File: src/rtl/paar_seq_engine.sv
// paar_seq_engine: resource-shared evaluator for a PAAR-compressed binarized
// neural network. One adder walks the add/subtract program, one comparator
// thresholds hidden nodes, and one popcount scores classes with a running
// argmax. The features come in through a valid/ready handshake, and the
// prediction goes out through another.
`timescale 1ns/1ps
module paar_seq_engine #(
    parameter int FEAT_CNT   = 12,
    parameter int FEAT_BITS  = 4,
    parameter int HIDDEN_CNT = 40,
    parameter int CLASS_CNT  = 6,
    parameter int ADDCNT     = 113,
    parameter logic [((ADDCNT > 0) ? ADDCNT : 1)*48-1:0] PAAR0   = '0,
    parameter logic [HIDDEN_CNT*32-1:0]                   YMAP    = '0,
    parameter logic [CLASS_CNT*HIDDEN_CNT-1:0]            WEIGHTS = '0,
    localparam int PRED_W = (CLASS_CNT > 1) ? $clog2(CLASS_CNT) : 1
) (
    input  logic                          clk,
    input  logic                          rst_n,
    input  logic                          in_valid,
    output logic                          in_ready,
    input  logic [FEAT_CNT*FEAT_BITS-1:0] features,
    output logic                          out_valid,
    input  logic                          out_ready,
    output logic [PRED_W-1:0]             prediction,
    output logic                          busy
);

    localparam int FULLCNT  = FEAT_CNT + ADDCNT;
    localparam int NODE_W   = $clog2(FEAT_CNT + 1) + FEAT_BITS + 1;
    localparam int SUM_BITS = $clog2(HIDDEN_CNT + 1);
    localparam int IDX_W    = (FULLCNT > 1) ? $clog2(FULLCNT) : 1;
    localparam int OP_W     = (ADDCNT > 1) ? $clog2(ADDCNT) : 1;
    localparam int HID_W    = (HIDDEN_CNT > 1) ? $clog2(HIDDEN_CNT) : 1;

    typedef enum logic [2:0] {
        ST_IDLE   = 3'd0,
        ST_ADD    = 3'd1,
        ST_THRESH = 3'd2,
        ST_SCORE  = 3'd3,
        ST_DONE   = 3'd4
    } state_t;

    // XNOR agreement count between the hidden vector and one weight row
    function automatic logic [SUM_BITS-1:0] popcount(input logic [HIDDEN_CNT-1:0] v);
        logic [SUM_BITS-1:0] acc;
        acc = '0;
        for (int i = 0; i < HIDDEN_CNT; i++) begin
            acc = acc + SUM_BITS'(v[i]);
        end
        return acc;
    endfunction

    state_t                    state_q, state_d;
    logic [OP_W-1:0]           op_cnt_q, op_cnt_d;
    logic [HID_W-1:0]          hid_cnt_q, hid_cnt_d;
    logic [PRED_W-1:0]         cls_cnt_q, cls_cnt_d;
    logic [HIDDEN_CNT-1:0]     hidden_q, hidden_d;
    logic [SUM_BITS-1:0]       best_q, best_d;
    logic [PRED_W-1:0]         best_idx_q, best_idx_d;
    logic                      out_valid_q, out_valid_d;
    logic [PRED_W-1:0]         prediction_q, prediction_d;
    logic                      in_ready_q, in_ready_d;
    logic                      busy_q, busy_d;

    logic signed [NODE_W-1:0]  node_q [0:FULLCNT-1];

    logic                      feat_load_s;
    logic                      node_we_s;
    logic [IDX_W-1:0]          node_waddr_s;
    logic [IDX_W-1:0]          op1_idx_s, op2_idx_s, th_idx_s;
    logic signed [NODE_W-1:0]  rd_a_s, rd_b_s, th_node_s, sum_s;
    logic                      op_add_s, th_pol_s, th_bit_s;
    logic [HIDDEN_CNT-1:0]     w_row_s;
    logic [SUM_BITS-1:0]       score_s;

    // Decode the current program op, threshold entry and weight row
    assign op_add_s     = PAAR0[int'(op_cnt_q)*48];
    assign op1_idx_s    = PAAR0[int'(op_cnt_q)*48 + 16 +: IDX_W];
    assign op2_idx_s    = PAAR0[int'(op_cnt_q)*48 + 32 +: IDX_W];
    assign th_idx_s     = YMAP[int'(hid_cnt_q)*32 +: IDX_W];
    assign th_pol_s     = YMAP[int'(hid_cnt_q)*32 + 16];
    assign w_row_s      = WEIGHTS[int'(cls_cnt_q)*HIDDEN_CNT +: HIDDEN_CNT];

    assign rd_a_s       = node_q[op1_idx_s];
    assign rd_b_s       = node_q[op2_idx_s];
    assign th_node_s    = node_q[th_idx_s];
    assign sum_s        = op_add_s ? (rd_a_s + rd_b_s) : (rd_a_s - rd_b_s);
    assign th_bit_s     = th_pol_s ? ~th_node_s[NODE_W-1] : th_node_s[NODE_W-1];
    assign score_s      = popcount(~(hidden_q ^ w_row_s));
    assign node_waddr_s = IDX_W'(FEAT_CNT) + IDX_W'(op_cnt_q);

    assign in_ready   = in_ready_q;
    assign out_valid  = out_valid_q;
    assign prediction = prediction_q;
    assign busy       = busy_q;

    // Next-state, counter, hidden/argmax and output computation
    always_comb begin
        state_d      = state_q;
        op_cnt_d     = op_cnt_q;
        hid_cnt_d    = hid_cnt_q;
        cls_cnt_d    = cls_cnt_q;
        hidden_d     = hidden_q;
        best_d       = best_q;
        best_idx_d   = best_idx_q;
        out_valid_d  = out_valid_q;
        prediction_d = prediction_q;
        feat_load_s  = 1'b0;
        node_we_s    = 1'b0;
        case (state_q)
            ST_IDLE: begin
                if (in_valid && in_ready_q) begin
                    feat_load_s = 1'b1;
                    op_cnt_d    = '0;
                    hid_cnt_d   = '0;
                    cls_cnt_d   = '0;
                    best_d      = '0;
                    best_idx_d  = '0;
                    state_d     = (ADDCNT == 0) ? ST_THRESH : ST_ADD;
                end else begin
                    state_d = ST_IDLE;
                end
            end
            ST_ADD: begin
                node_we_s = 1'b1;
                if (op_cnt_q == OP_W'(ADDCNT - 1)) begin
                    op_cnt_d = '0;
                    state_d  = ST_THRESH;
                end else begin
                    op_cnt_d = op_cnt_q + OP_W'(1);
                end
            end
            ST_THRESH: begin
                hidden_d[hid_cnt_q] = th_bit_s;
                if (hid_cnt_q == HID_W'(HIDDEN_CNT - 1)) begin
                    hid_cnt_d = '0;
                    state_d   = ST_SCORE;
                end else begin
                    hid_cnt_d = hid_cnt_q + HID_W'(1);
                end
            end
            ST_SCORE: begin
                // Strictly-greater replacement keeps the lowest index on ties
                if ((cls_cnt_q == '0) || (score_s > best_q)) begin
                    best_d     = score_s;
                    best_idx_d = cls_cnt_q;
                end else begin
                    best_d     = best_q;
                    best_idx_d = best_idx_q;
                end
                if (cls_cnt_q == PRED_W'(CLASS_CNT - 1)) begin
                    cls_cnt_d    = '0;
                    out_valid_d  = 1'b1;
                    prediction_d = best_idx_d;
                    state_d      = ST_DONE;
                end else begin
                    cls_cnt_d = cls_cnt_q + PRED_W'(1);
                end
            end
            ST_DONE: begin
                if (out_ready) begin
                    out_valid_d = 1'b0;
                    state_d     = ST_IDLE;
                end else begin
                    out_valid_d = 1'b1;
                end
            end
            default: begin
                out_valid_d = 1'b0;
                state_d     = ST_IDLE;
            end
        endcase
        in_ready_d = (state_d == ST_IDLE);
        busy_d     = (state_d != ST_IDLE);
    end

    // Control and output registers with asynchronous abort
    always_ff @(posedge clk or negedge rst_n) begin
        if (!rst_n) begin
            state_q      <= ST_IDLE;
            op_cnt_q     <= '0;
            hid_cnt_q    <= '0;
            cls_cnt_q    <= '0;
            hidden_q     <= '0;
            best_q       <= '0;
            best_idx_q   <= '0;
            out_valid_q  <= 1'b0;
            prediction_q <= '0;
            in_ready_q   <= 1'b0;
            busy_q       <= 1'b0;
        end else begin
            state_q      <= state_d;
            op_cnt_q     <= op_cnt_d;
            hid_cnt_q    <= hid_cnt_d;
            cls_cnt_q    <= cls_cnt_d;
            hidden_q     <= hidden_d;
            best_q       <= best_d;
            best_idx_q   <= best_idx_d;
            out_valid_q  <= out_valid_d;
            prediction_q <= prediction_d;
            in_ready_q   <= in_ready_d;
            busy_q       <= busy_d;
        end
    end

    // Node file: parallel feature load on accept, one program result per ADD cycle
    always_ff @(posedge clk) begin
        if (feat_load_s) begin
            for (int i = 0; i < FEAT_CNT; i++) begin
                node_q[i] <= {{(NODE_W-FEAT_BITS){1'b0}}, features[i*FEAT_BITS +: FEAT_BITS]};
            end
        end else if (node_we_s) begin
            node_q[node_waddr_s] <= sum_s;
        end
    end

endmodule
File: config.mk
export PLATFORM = sky130hd
export DESIGN_NAME = paar_seq_engine
export DESIGN_NICKNAME = d
export VERILOG_FILES = /design/src/rtl/paar_seq_engine.sv
export SDC_FILE = /design/constraint.sdc
export NUM_CORES = 1
export LEC_CHECK = 0
export BUFFER_PORTS_ARGS = -buffer_cell sky130_fd_sc_hd__buf_2
export CAP_MARGIN = 25
export CORE_MARGIN = 2
export CORE_UTILIZATION = 30
export CTS_CLUSTER_DIAMETER = 80
export DETAILED_ROUTE_END_ITERATION = 7
export HOLD_SLACK_MARGIN = 0.02
export PLACE_DENSITY = 0.55
export SYNTH_ARGS = -nofsm -noshare
export SYNTH_HDL_FRONTEND = slang
export SYNTH_SLANG_ARGS = --single-unit
File: constraint.sdc
create_clock -name clk -period 8.3 [get_ports clk]
set_input_delay 2.075 -clock clk [delete_from_list [all_inputs] [get_ports clk]]
set_output_delay 2.075 -clock clk [all_outputs]
set_load 0.02 [all_outputs]
* Word level (Yosys, flattened, before mapping)
Memory sizes are Yosys's and may differ from the RTL's.
Index checks and enable logic that the tools add are counted.
** Word-level totals
- Register bits :: 74
- RAM bits :: 1125
- Memory bits (read-only) :: 2560
- Bits of input ports :: 52
- Output and inout bits :: 6
- Logic and storage cells :: 147
- Memories :: 3
** Memories
- (no name shown) :: depth 2048, bits a word 1, read ports 1, clocked after memory_dff 0, wr ports 0, RTL line 82 : assign th_pol_s = YMAP[int'(hid_cnt_q)*32 + 16];
- node_q :: depth 125, bits a word 9, read ports 3, clocked after memory_dff 0, wr ports 12, RTL line 66 : logic signed [NODE_W-1:0] node_q [0:FULLCNT-1];
- (no name shown) :: depth 512, bits a word 1, read ports 1, clocked after memory_dff 0, wr ports 0, RTL line 78 : assign op_add_s = PAAR0[int'(op_cnt_q)*48];
** Cells by class
- $add $sub $neg :: 48
- Multiply operators :: 2
- $lt $le $gt $ge :: 5
- Eq/ne operators :: 10
- Shifts and indexed selects :: 4
- Muxes and demuxes :: 42
- Bitwise logic cells :: 4
- Reductions and logical operators :: 18
** Operators with widths (count)
- $shiftx A5424 B15 Y7 const A :: 1
- $shiftx A5424 B32 Y7 const A :: 1
- $shiftx A1280 B12 Y7 const A :: 1
- $shiftx A240 B10 Y40 const A :: 1
- $add A6 B1 Y6 :: 34
- $bwmux W40 :: 1
- $not A40 Y40 :: 1
- $xor A40 B40 Y40 :: 1
- $add A32 B6 Y32 const B :: 1
- $lt A32 B15 Y1 const B :: 1
- $pmux W6 S2 :: 2
- $mux W3 :: 7
- $mux W7 :: 3
- $mux W1 :: 18
- $mux W6 :: 3
- $mux W9 :: 2
- $pmux W3 S5 :: 1
- $add A13 B6 Y14 const B :: 1
- $pmux W7 S2 :: 1
- $add A11 B5 Y12 const B :: 1
- $lt A12 B12 Y1 const B :: 1
- $pmux W3 S2 :: 2
- $reduce_and A2 Y1 :: 5
- $add A9 B9 Y9 :: 1
- 32 further kinds :: 42

* Longest topological paths before layout
Gate-level depths: netlist of the first run.
- Depth in word-level cells :: 47
- Gate-level depth with buffers :: 26
- Gate-level depth less buffers :: 25

* Worst setup path after synthesis of the first run
OpenSTA, ideal clock, no wires.
- Path type :: flip-flop to flip-flop
- Start point :: reg hidden_q[0]
- End point :: reg best_idx_q[0]
- Library setup time :: 66 ps
- Arrival time :: 6336 ps
- Path slack :: 1898 ps
- Cell stages (with the launch flop) :: 23
- Buffers on the path :: 0
- Clock period less this slack :: 6402 ps
- Cell sequence :: dfrtp_1 -> fa_1 -> inv_1 -> fa_1 -> fa_1 -> fa_1 -> fa_1 -> fa_1 -> inv_1 -> fa_1 -> inv_1 -> ha_1 -> a21o_1 -> a21oi_1 -> nor2b_1 -> o21ai_0 -> nand2b_1 -> ha_1 -> and4_1 -> a221oi_2 -> a31oi_1 -> a221oi_2 -> a22o_1
** On the way
- Word-level cells in the longest chain between the ends :: 45
** RTL lines
- start, declared :: RTL line 58 : logic [HIDDEN_CNT-1:0] hidden_q, hidden_d;
- start signal, assigned :: RTL line 197 : hidden_q <= hidden_d;
- $xor A40 B40 Y40 :: RTL line 90 : assign score_s = popcount(~(hidden_q ^ w_row_s));
- $not A40 Y40 :: RTL line 90
- $add A1 B1 Y2 :: RTL line 49 : acc = acc + SUM_BITS'(v[i]);
- $add A2 B1 Y3 :: RTL line 49
- $add A3 B1 Y4 :: RTL line 49
- $add A4 B1 Y5 :: RTL line 49
- $add A5 B1 Y6 :: RTL line 49
- $add A6 B1 Y6 (34 in a row) :: RTL line 49
- $gt A6 B6 Y1 :: RTL line 145 : if ((cls_cnt_q == '0) || (score_s > best_q)) begin
- $logic_or A1 B1 Y1 :: RTL line 145
- $mux W3 :: RTL line 145
- $pmux W3 S2 :: RTL line 111 : case (state_q)
- end signal, assigned :: RTL line 199 : best_idx_q <= best_idx_d;
- end, declared :: RTL line 60 : logic [PRED_W-1:0] best_idx_q, best_idx_d;
No other way between the ends.
A chain may end at the register's enable or synchronous reset.

* Final worst setup path of the first run
- Start point :: reg hidden_q[0]
- End point :: reg best_q[5]
** On the way
- Word-level cells in the longest chain between the ends :: 45
- Elaborated cells on any way between the ends :: 47
- Classes of those cells :: add/sub: 39; order compare: 1; eq/ne: 1; mux: 2; bitwise: 2; reduce/logical: 2
** RTL lines
- $xor A40 B40 Y40 (*) :: RTL line 90
- $not A40 Y40 (*) :: RTL line 90
- $add A1 B1 Y2 (*) :: RTL line 49
- $add A2 B1 Y3 (*) :: RTL line 49
- $add A3 B1 Y4 (*) :: RTL line 49
- $add A4 B1 Y5 (*) :: RTL line 49
- $add A5 B1 Y6 (*) :: RTL line 49
- $add A6 B1 Y6 (*) (34 in a row) :: RTL line 49
- $gt A6 B6 Y1 :: RTL line 145
- $logic_or A1 B1 Y1 :: RTL line 145
- $ne A2 B2 Y1 (no source line)
- $reduce_and A3 Y1 (no source line)
- end signal, assigned :: RTL line 198 : best_q <= best_d;
- end, declared :: RTL line 59 : logic [SUM_BITS-1:0] best_q, best_d;
Every way passes the cells marked *; elsewhere a longest branch is shown, timed or not. The select of a mux whose other input is x is not followed.

==> results by group, run 1 <==
Floorplanning
  – Full die area: between 0.015 and 0.02 sq mm
  – Die X: approximately 140 microns
  – IO Pins: 58
  – Die Y: approximately 140 microns
  – Initial Util: a little under a third
  – Std-Cell Rows: 49
  – Core Footprint: between 0.015 and 0.02 sq mm

Critical path
  – Slowest cell on the critical path: a21oi_1
  – Crit-path cells: fa_1 -> inv_1 -> fa_1 -> fa_1 -> fa_1 -> fa_1 -> fa_1 -> inv_1 -> fa_1 -> inv_1 -> ha_1 -> a21o_1 -> a21oi_1 -> nor2b_1 -> o21ai_0 -> nand2b_1 -> ha_1 -> and4_1 -> nand3_1 -> o21ai_0 -> a21oi_1 -> nor3_1 -> a21o_1
  – FF-to-FF setup slack: ~1.4 ns
  – Reg-to-Reg Start: hidden_q[0]
  – WP buf/inv: 3
  – CP top delay family: adder cells
  – Worst EP arrival: 7.19 ns
  – Largest stage delay on the critical path: approximately 0.7 ns
  – CP most frequent cell: fa_1
  – Crit start category: flip-flop
  – Worst Reg2Reg Path Length in Cells: 23
  – WS Path Type: reg -> reg
  – Required @ worst endpoint: 8.54 ns
  – Reg-to-Reg End: best_q[5]
  – CP max FO: 12
  – CP Capture Type: flip-flop

Global routing
  – Grt ovf: 0
  – First-pass GRT wire length: between 15000 and 20000 microns
  – GRT Overall Usage: about an eighth
  – Pin count of the biggest net entering global routing: 75
  – Vias in the first global route: ~3800
  – Initial antenna violation count: 0

Route
  – Iter 0 DRT Violations: 191
  – ANT nets after route: 0
  – Via count: roughly 3800
  – Total Wirelength: around 11000 microns
  – DR vias/cell: about 4.8
  – DRC violations left: 0
  – TritonRoute pass-1 iters: 4
  – DR WL/cell: ~14 microns

Logic synthesis
  – Synth Area in Adders: 17.87%
  – Compound-Gate Fraction of Synth Area: between 10% and 20%
  – Mapped Cells: approximately 550
  – Number of flops mapped to enable cells by yosys: 9
  – Average size of a mapped cell: about 10 sq um
  – Top_reg_cell synth: dfrtp_1
  – Main combinational cell family by area after synthesis: adder cells
  – Syn nets: between 600 and 700
  – Fraction of registers with async set/reset: 89.16%
  – Post-Synth XOR/XNOR Area: 3.001%
  – Synthesis-stage register bit count: 83
  – Synth unique cells: 59
  – Synthesis Warnings: 0
  – Synth Area in Simple Gates: about 14%
  – Mux contribution to synthesized area: under 10%
  – Mapped cell area: ~0.0055 sq mm
  – Sequential share of the synthesized area: slightly below 40%

CTS
  – Clock Root Buffer: clkbuf_16
  – CTS tree: yes
  – CTS Buffer Depth: 2
  – Reg clk slew, reported paths: roughly 0.070 ns
  – Post-CTS sizing: 0
  – Post-CTS setup buffers: 0
  – Htree depth: 3
  – Num CTS Buffers: 9
  – Clock sinks: 83
  – Post-CTS Hold Buffers: 0
  – Clock latency at the later pin of the worst-skew pair: 0.35 ns

Cells and area
  – # fillers: 1781
  – Share of post-route cells with drive strength above 1: between 10% and 20%
  – Ant diodes: 0
  – Synth-to-layout area growth: 11.39%
  – Final Util: 34.13%
  – Fin cells: between 700 and 800
  – Final nets: approximately 670

Placement
  – Post-DP HPWL: ~8000 microns
  – Port bufs: 13
  – GP Congestion: ~0.82
  – Placed cell count: slightly below 800

Timing
  – Relative slew slack: 36.61%
  – Worst-margin pin slew: around 0.94 ns
  – TNS Setup: 0 ns
  – Final hold vios: 0
  – Part of the cycle the worst path needs: approximately 84%
  – Final Setup Violations: 0
  – Fmax: approximately 140 MHz
  – Final Critical Period: a little under 7 ns
  – RSZ-0062 raised after global routing: false
  – Final Max Slew Viols: 0
  – Layout Skew: ~0.014 ns

Hold path
  – Hold Crit Start: hidden_q[4]
  – Worst hold path depth: 1
  – Worst Hold End: hidden_q[4]
  – Hold Crit Class: reg -> reg

Power
  – Final Total Pwr: 1.320 mW
  – Power Dens Cells: between 200 and 250 mW/mm^2
  – Leakage power: between 2 and 3 nW
  – Maximum VDD drop: between 0.1 and 0.15 mV

Status
  – Status: completed

Job
  – MaxCap Viol Count: 0
## registers in the layout, summed over array words and instances (netlist names)
register	flops
cls_cnt_q	3
hid_cnt_q	6
prediction	3
best_q	6
best_idx_q	3
in_ready	1
node_q	9
hidden_q	40
op_cnt_q	7
state_q	3
out_valid	1
busy	1
## worst max-delay path by stage
stage / from / end / cells after the start
3_5_place_dp: hidden_q[0] / best_q[5] / 23
2_1_floorplan: hidden_q[0] / best_idx_q[0] / 22
4_1_cts: hidden_q[0] / best_q[5] / 23
6_report: hidden_q[0] / best_q[5] / 23
5_1_grt: hidden_q[29] / best_q[5] / 25
3_3_place_gp: hidden_q[0] / best_q[5] / 23
## worst reg2reg max path: stages (launching register included)
cell	delay, ns
dfrtp_1	0.40
fa_1	0.53
inv_1	0.05
fa_1	0.41
fa_1	0.50
fa_1	0.53
fa_1	0.53
fa_1	0.56
inv_1	0.06
fa_1	0.53
inv_1	0.07
ha_1	0.28
a21o_1	0.15
a21oi_1	0.22
nor2b_1	0.07
o21ai_0	0.14
nand2b_1	0.10
ha_1	0.31
and4_1	0.24
nand3_1	0.08
o21ai_0	0.09
a21oi_1	0.70
nor3_1	0.10
a21o_1	0.19
## layout make-up
class                      instances  area (sq um)  area share [%]
clock buffer                       9         225.2           3.673
timing repair buffer              15         122.6           2.000
multi-input combinational        367          3013           49.14
sequential                        83          2122           34.61
inverter                          77         289.0           4.714
clock inverter                     7         72.57           1.184
tap                              229         286.5           4.673
## placed cells by master (no fill, tap or decap), types with 4 or more instances in the layout
| master | Yosys | layout |
|---|---|---|
| a21o_1 | 11 | 11 |
| nand3_1 | 8 | 8 |
| xor2_1 | 5 | 5 |
| o31ai_1 | 8 | 8 |
| mux2_2 | 31 | 31 |
| nand2_1 | 81 | 81 |
| nor2b_1 | 4 | 4 |
| ha_1 | 29 | 29 |
| inv_1 | 76 | 76 |
| a21oi_1 | 11 | 11 |
| nor2_1 | 28 | 28 |
| xnor2_1 | 12 | 12 |
| nor3_1 | 10 | 10 |
| clkbuf_16 | 0 | 9 |
| mux2_1 | 10 | 10 |
| edfxtp_1 | 9 | 9 |
| buf_2 | 4 | 12 |
| fa_1 | 31 | 31 |
| o21ai_0 | 25 | 25 |
| dfrtp_1 | 74 | 74 |
## kinds of logic (layout without fill, tap and decap cells)
family	count (synthesis)	after routing
and+or+nand+nor	160	160
buffers and inverters	95	108
AOI/OAI and AO/OA	86	86
DFF	83	83
adders and majority gates	60	60
muxes	43	43
xor gates and xnor gates	18	18
## metrics by stage
stage	hold WS [ns]	area [sq um]	worst slack, ns
2_1_floorplan	0.4642	5504	1.898
3_3_place_gp	0.4733	5778	1.384
3_5_place_dp	0.4854	5806	1.335
4_1_cts	0.5012	6103	1.322
5_1_grt	0.5112	6131	0.8470
6_report	0.4978	6131	1.353
## cells in the mapped netlist, types with 4 or more instances
library cell	count	share of area (%)
mux2_2	31	6.3
a21oi_1	11	1.0
nor3_1	10	0.91
nor2_1	28	1.9
xor2_1	5	0.80
nor2b_1	4	0.45
mux2_1	10	2.0
o31ai_1	8	1.1
a21o_1	11	1.5
clkbuf_1	13	0.89
fa_1	31	11
dfrtp_1	74	34
xnor2_1	12	1.9
o21ai_0	25	2.3
edfxtp_1	9	4.9
buf_2	4	0.36
inv_1	76	5.2
nand3_1	8	0.73
nand2_1	81	5.5
ha_1	29	6.6
## where the power goes
part / internal (mW) / switching (mW) / leakage (nW)
Sequential: 0.470 / 0.0778 / 1.09
Clock: 0.212 / 0.184 / 0.143
Combinational: 0.154 / 0.224 / 1.43
Total: 0.835 / 0.486 / 2.67
## routing by layer
| metal | wire [microns] | GRT usage, % | vias to the layer above |
|---|---|---|---|
| li1 | - | - | 1843 |
| met1 | 5092 | 16.45 | 1869 |
| met2 | 5298 | 19.27 | 42 |
| met3 | 248 | 1.996 | 7 |
| met4 | 143 | 3.987 | 0 |
| met5 | 0 | 0 | - |
No activity file was read; power rests on OpenSTA's default activity.
==> run 2, diff against run 1 <==
- clock period: 8.3 -> 6.55 ns (I/O delays scaled with it)
==> run 2 against run 1 <==
Die area did not move. Cell count is 1.1% higher. Power is 31% higher. Count of clock-buffer cells in the layout grew 1. Critical path depth fell by 2. Fmax grew 7.2%. Highest routed layer unchanged. Sequential share of layout area decreased by 0.93 points. Global-route usage shrank 0.26 points. Non-clock buffer count increased by 9. Worst hold slack worse by 0.0026 ns. Clock skew shrank 0.0058 ns.
==> results by group, run 2 (synthesis results as in run 1) <==
Cells and area
  – Reg with most FFs: hidden_q
  – # fillers: 1778 (-0.17%)
  – Top Registers: hidden_q (40), node_q (9), op_cnt_q (7)
  – Synth-to-layout area growth: 14.48%
  – Commonest non-fill, non-tap cell in the layout: nand2_1
  – Commonest non-fill, non-tap cells in the layout: nand2_1 (81), dfrtp_1 (74), inv_1 (71)
  – Ant diodes: 0 (unchanged)
  – Final Util: 35.08% (+0.95 points)
  – Fin cells: 796 (+1.1%)
  – Max FFs per register: 40 (unchanged)
  – Share of post-route cells with drive strength above 1: 20.11% (+5.8 points)
  – Final nets: 674 (+1.4%)

Critical path
  – Worst EP arrival: 6.75 ns (-0.44 ns)
  – Worst Reg2Reg Path Length in Cells: 21 (-8.7%)
  – Largest stage delay on the critical path: 0.59 ns (-0.11 ns)
  – Crit start category: flip-flop
  – CP Capture Type: flip-flop
  – WP buf/inv: 3 (unchanged)
  – CP top delay family: adder cells
  – Slowest cell on the critical path: fa_1
  – CP most frequent cell: fa_1
  – CP max FO: 3 (-9)
  – WS Path Type: reg -> reg
  – Crit-path cells: inv_2 -> fa_1 -> fa_1 -> fa_1 -> inv_2 -> fa_1 -> inv_2 -> fa_2 -> fa_1 -> fa_1 -> ha_2 -> fa_2 -> a21o_1 -> a21oi_2 -> xnor2_2 -> ha_1 -> a21o_1 -> a221oi_4 -> a31oi_2 -> a221oi_2 -> a22o_1
  – Crit. path cell count: 21 (-8.7%)
  – Required @ worst endpoint: 6.82 ns (-1.72 ns)

Route
  – Iter 0 DRT Violations: 139 (-27%)
  – DR vias/cell: 4.725 (-1.1%)
  – DR WL/cell: 13.38 microns (-2.3%)
  – Via count: 3761 (unchanged)
  – ANT nets after route: 0 (unchanged)
  – Total Wirelength: 10650 microns (-1.2%)
  – TritonRoute pass-1 iters: 4 (unchanged)
  – DRC violations left: 0 (unchanged)

CTS
  – Num CTS Buffers: 9 (unchanged)
  – Htree depth: 3 (unchanged)
  – Clock Root Buffer: clkbuf_16
  – Clock latency at the later pin of the worst-skew pair: 0.34 ns (about the same)
  – Reg clk slew, reported paths: 0.07 ns (about the same)
  – Clock sinks: 83 (unchanged)
  – CTS tree: yes
  – CTS Buffer Depth: 2 (unchanged)

Timing
  – TNS Setup: 0 ns (unchanged)
  – Final Setup Violations: 0 (unchanged)
  – Worst-margin pin slew: 0.9995 ns (+0.05657 ns)
  – Hold Slack: 0.4952 ns (-0.002603 ns)
  – Relative slew slack: 33.22% (-3.4 points)
  – Final Critical Period: 6.479 ns (-0.4676 ns)
  – Fmax: 154.3 MHz (+7.2%)
  – Layout Skew: 0.007900 ns (-0.005759 ns)
  – RSZ-0062 raised after global routing: true
  – Final Max Slew Viols: 0 (unchanged)
  – Final hold vios: 0 (unchanged)
  – Part of the cycle the worst path needs: 98.92% (+15 points)

Global routing
  – GRT Overall Usage: 11.71% (-0.26 points)
  – Grt ovf: 0 (unchanged)
  – Pin count of the biggest net entering global routing: 75 (unchanged)
  – First-pass GRT wire length: 18700 microns (-1.1%)
  – Initial antenna violation count: 0 (unchanged)
  – Vias in the first global route: 3942 (+3.3%)

Hold path
  – Worst hold path depth: 1 (unchanged)
  – Hold Crit Class: reg -> reg

Placement
  – Post-DP HPWL: 7947 microns (-1.1%)
  – GP Congestion: 0.8145 (-1.1%)
  – Port bufs: 13 (unchanged)
  – Placed cell count: 776 (+0.78%)

Floorplanning
  – Die X: 139.5 microns (unchanged)
  – Full die area: 0.01945 sq mm (unchanged)
  – Core Footprint: 0.01796 sq mm (unchanged)
  – IO Pins: 58 (unchanged)
  – Std-Cell Rows: 49 (unchanged)
  – Die Y: 139.5 microns (unchanged)
  – Initial Util: 30.64% (unchanged)

Power
  – Leakage power: 2.723 nW (+2.1%)
  – Power Dens Cells: 275.4 mW/mm^2 (+28%)
  – Maximum VDD drop: 0.1213 mV (+0.38%)
  – Final Total Pwr: 1.735 mW (+31%)

Job
  – MaxCap Viol Count: 0 (unchanged)

Status
  – Status: completed
==> run 2: worst paths after layout <==
check	startpoint	endpoint	slack [ns]
worst max-delay path	hidden_q[29]	best_idx_q[1]	0.07
worst min-delay path	hidden_q[16]	hidden_q[16]	0.50
worst max register to register	hidden_q[29]	best_idx_q[1]	0.07
worst min register to register	hidden_q[16]	hidden_q[16]	0.50
max in group asynchronous	rst_n	op_cnt_q[5]	4.83
min in group asynchronous	rst_n	hidden_q[13]	1.16
==> run 2: power by group <==
part | switching (mW) | leakage [nW] | internal [mW] | total (mW)
registers | 0.103 | 1.09 | 0.595 | 0.698
logic | 0.308 | 1.49 | 0.232 | 0.540
clock network | 0.211 | 0.143 | 0.286 | 0.497
total | 0.622 | 2.72 | 1.11 | 1.74
==> run 2: final cells by class <==
type,instances,area (sq um),share of cell area (%)
tap,229,286.5,4.547
sequential,83,2122,33.68
inverter,77,289.0,4.587
timing repair buffer,24,177.7,2.820
multi-input combinational,367,3123,49.56
clock buffer,10,250.2,3.971
clock inverter,6,52.55,0.8340
==> run 2: timing repair <==
action	in CTS	in global routing
endpoints found under the setup margin	12	12
hold buffers	0	0
pin swaps	14	22
gates cloned	0	0
setup buffers	2	1
gates resized for setup	8	22
==> run 2: metal layers <==
metal | track usage, % | part of all wire [%] | vias up
met3 | 1.961 | 2.5 | 10
met4 | 3.456 | 1.5 | 0
met5 | 0 | 0 | -
met1 | 15.59 | 48 | 1852
li1 | - | - | 1855
met2 | 19.66 | 48 | 44
==> run 2: worst register-to-register path, cell delays in order (launching register included) <==
cell and delay [ns]:
dfrtp_1 0.36, inv_2 0.04, fa_1 0.56, fa_1 0.47, fa_1 0.59, inv_2 0.05, fa_1 0.49, inv_2 0.04
fa_2 0.55, fa_1 0.44, fa_1 0.44, ha_2 0.20, fa_2 0.34, a21o_1 0.17, a21oi_2 0.15, xnor2_2 0.14
ha_1 0.27, a21o_1 0.22, a221oi_4 0.32, a31oi_2 0.09, a221oi_2 0.31, a22o_1 0.18
==> run 2: per-stage QoR <==
stage               instance area [sq um]  worst slack [ns]
detailed placement                   5838           -0.1792
CTS                                  6192           0.01336
floorplan                            5504            0.1477
finish                               6301           0.07054
global placement                     5823           -0.1389
global route                         6301           -0.1899
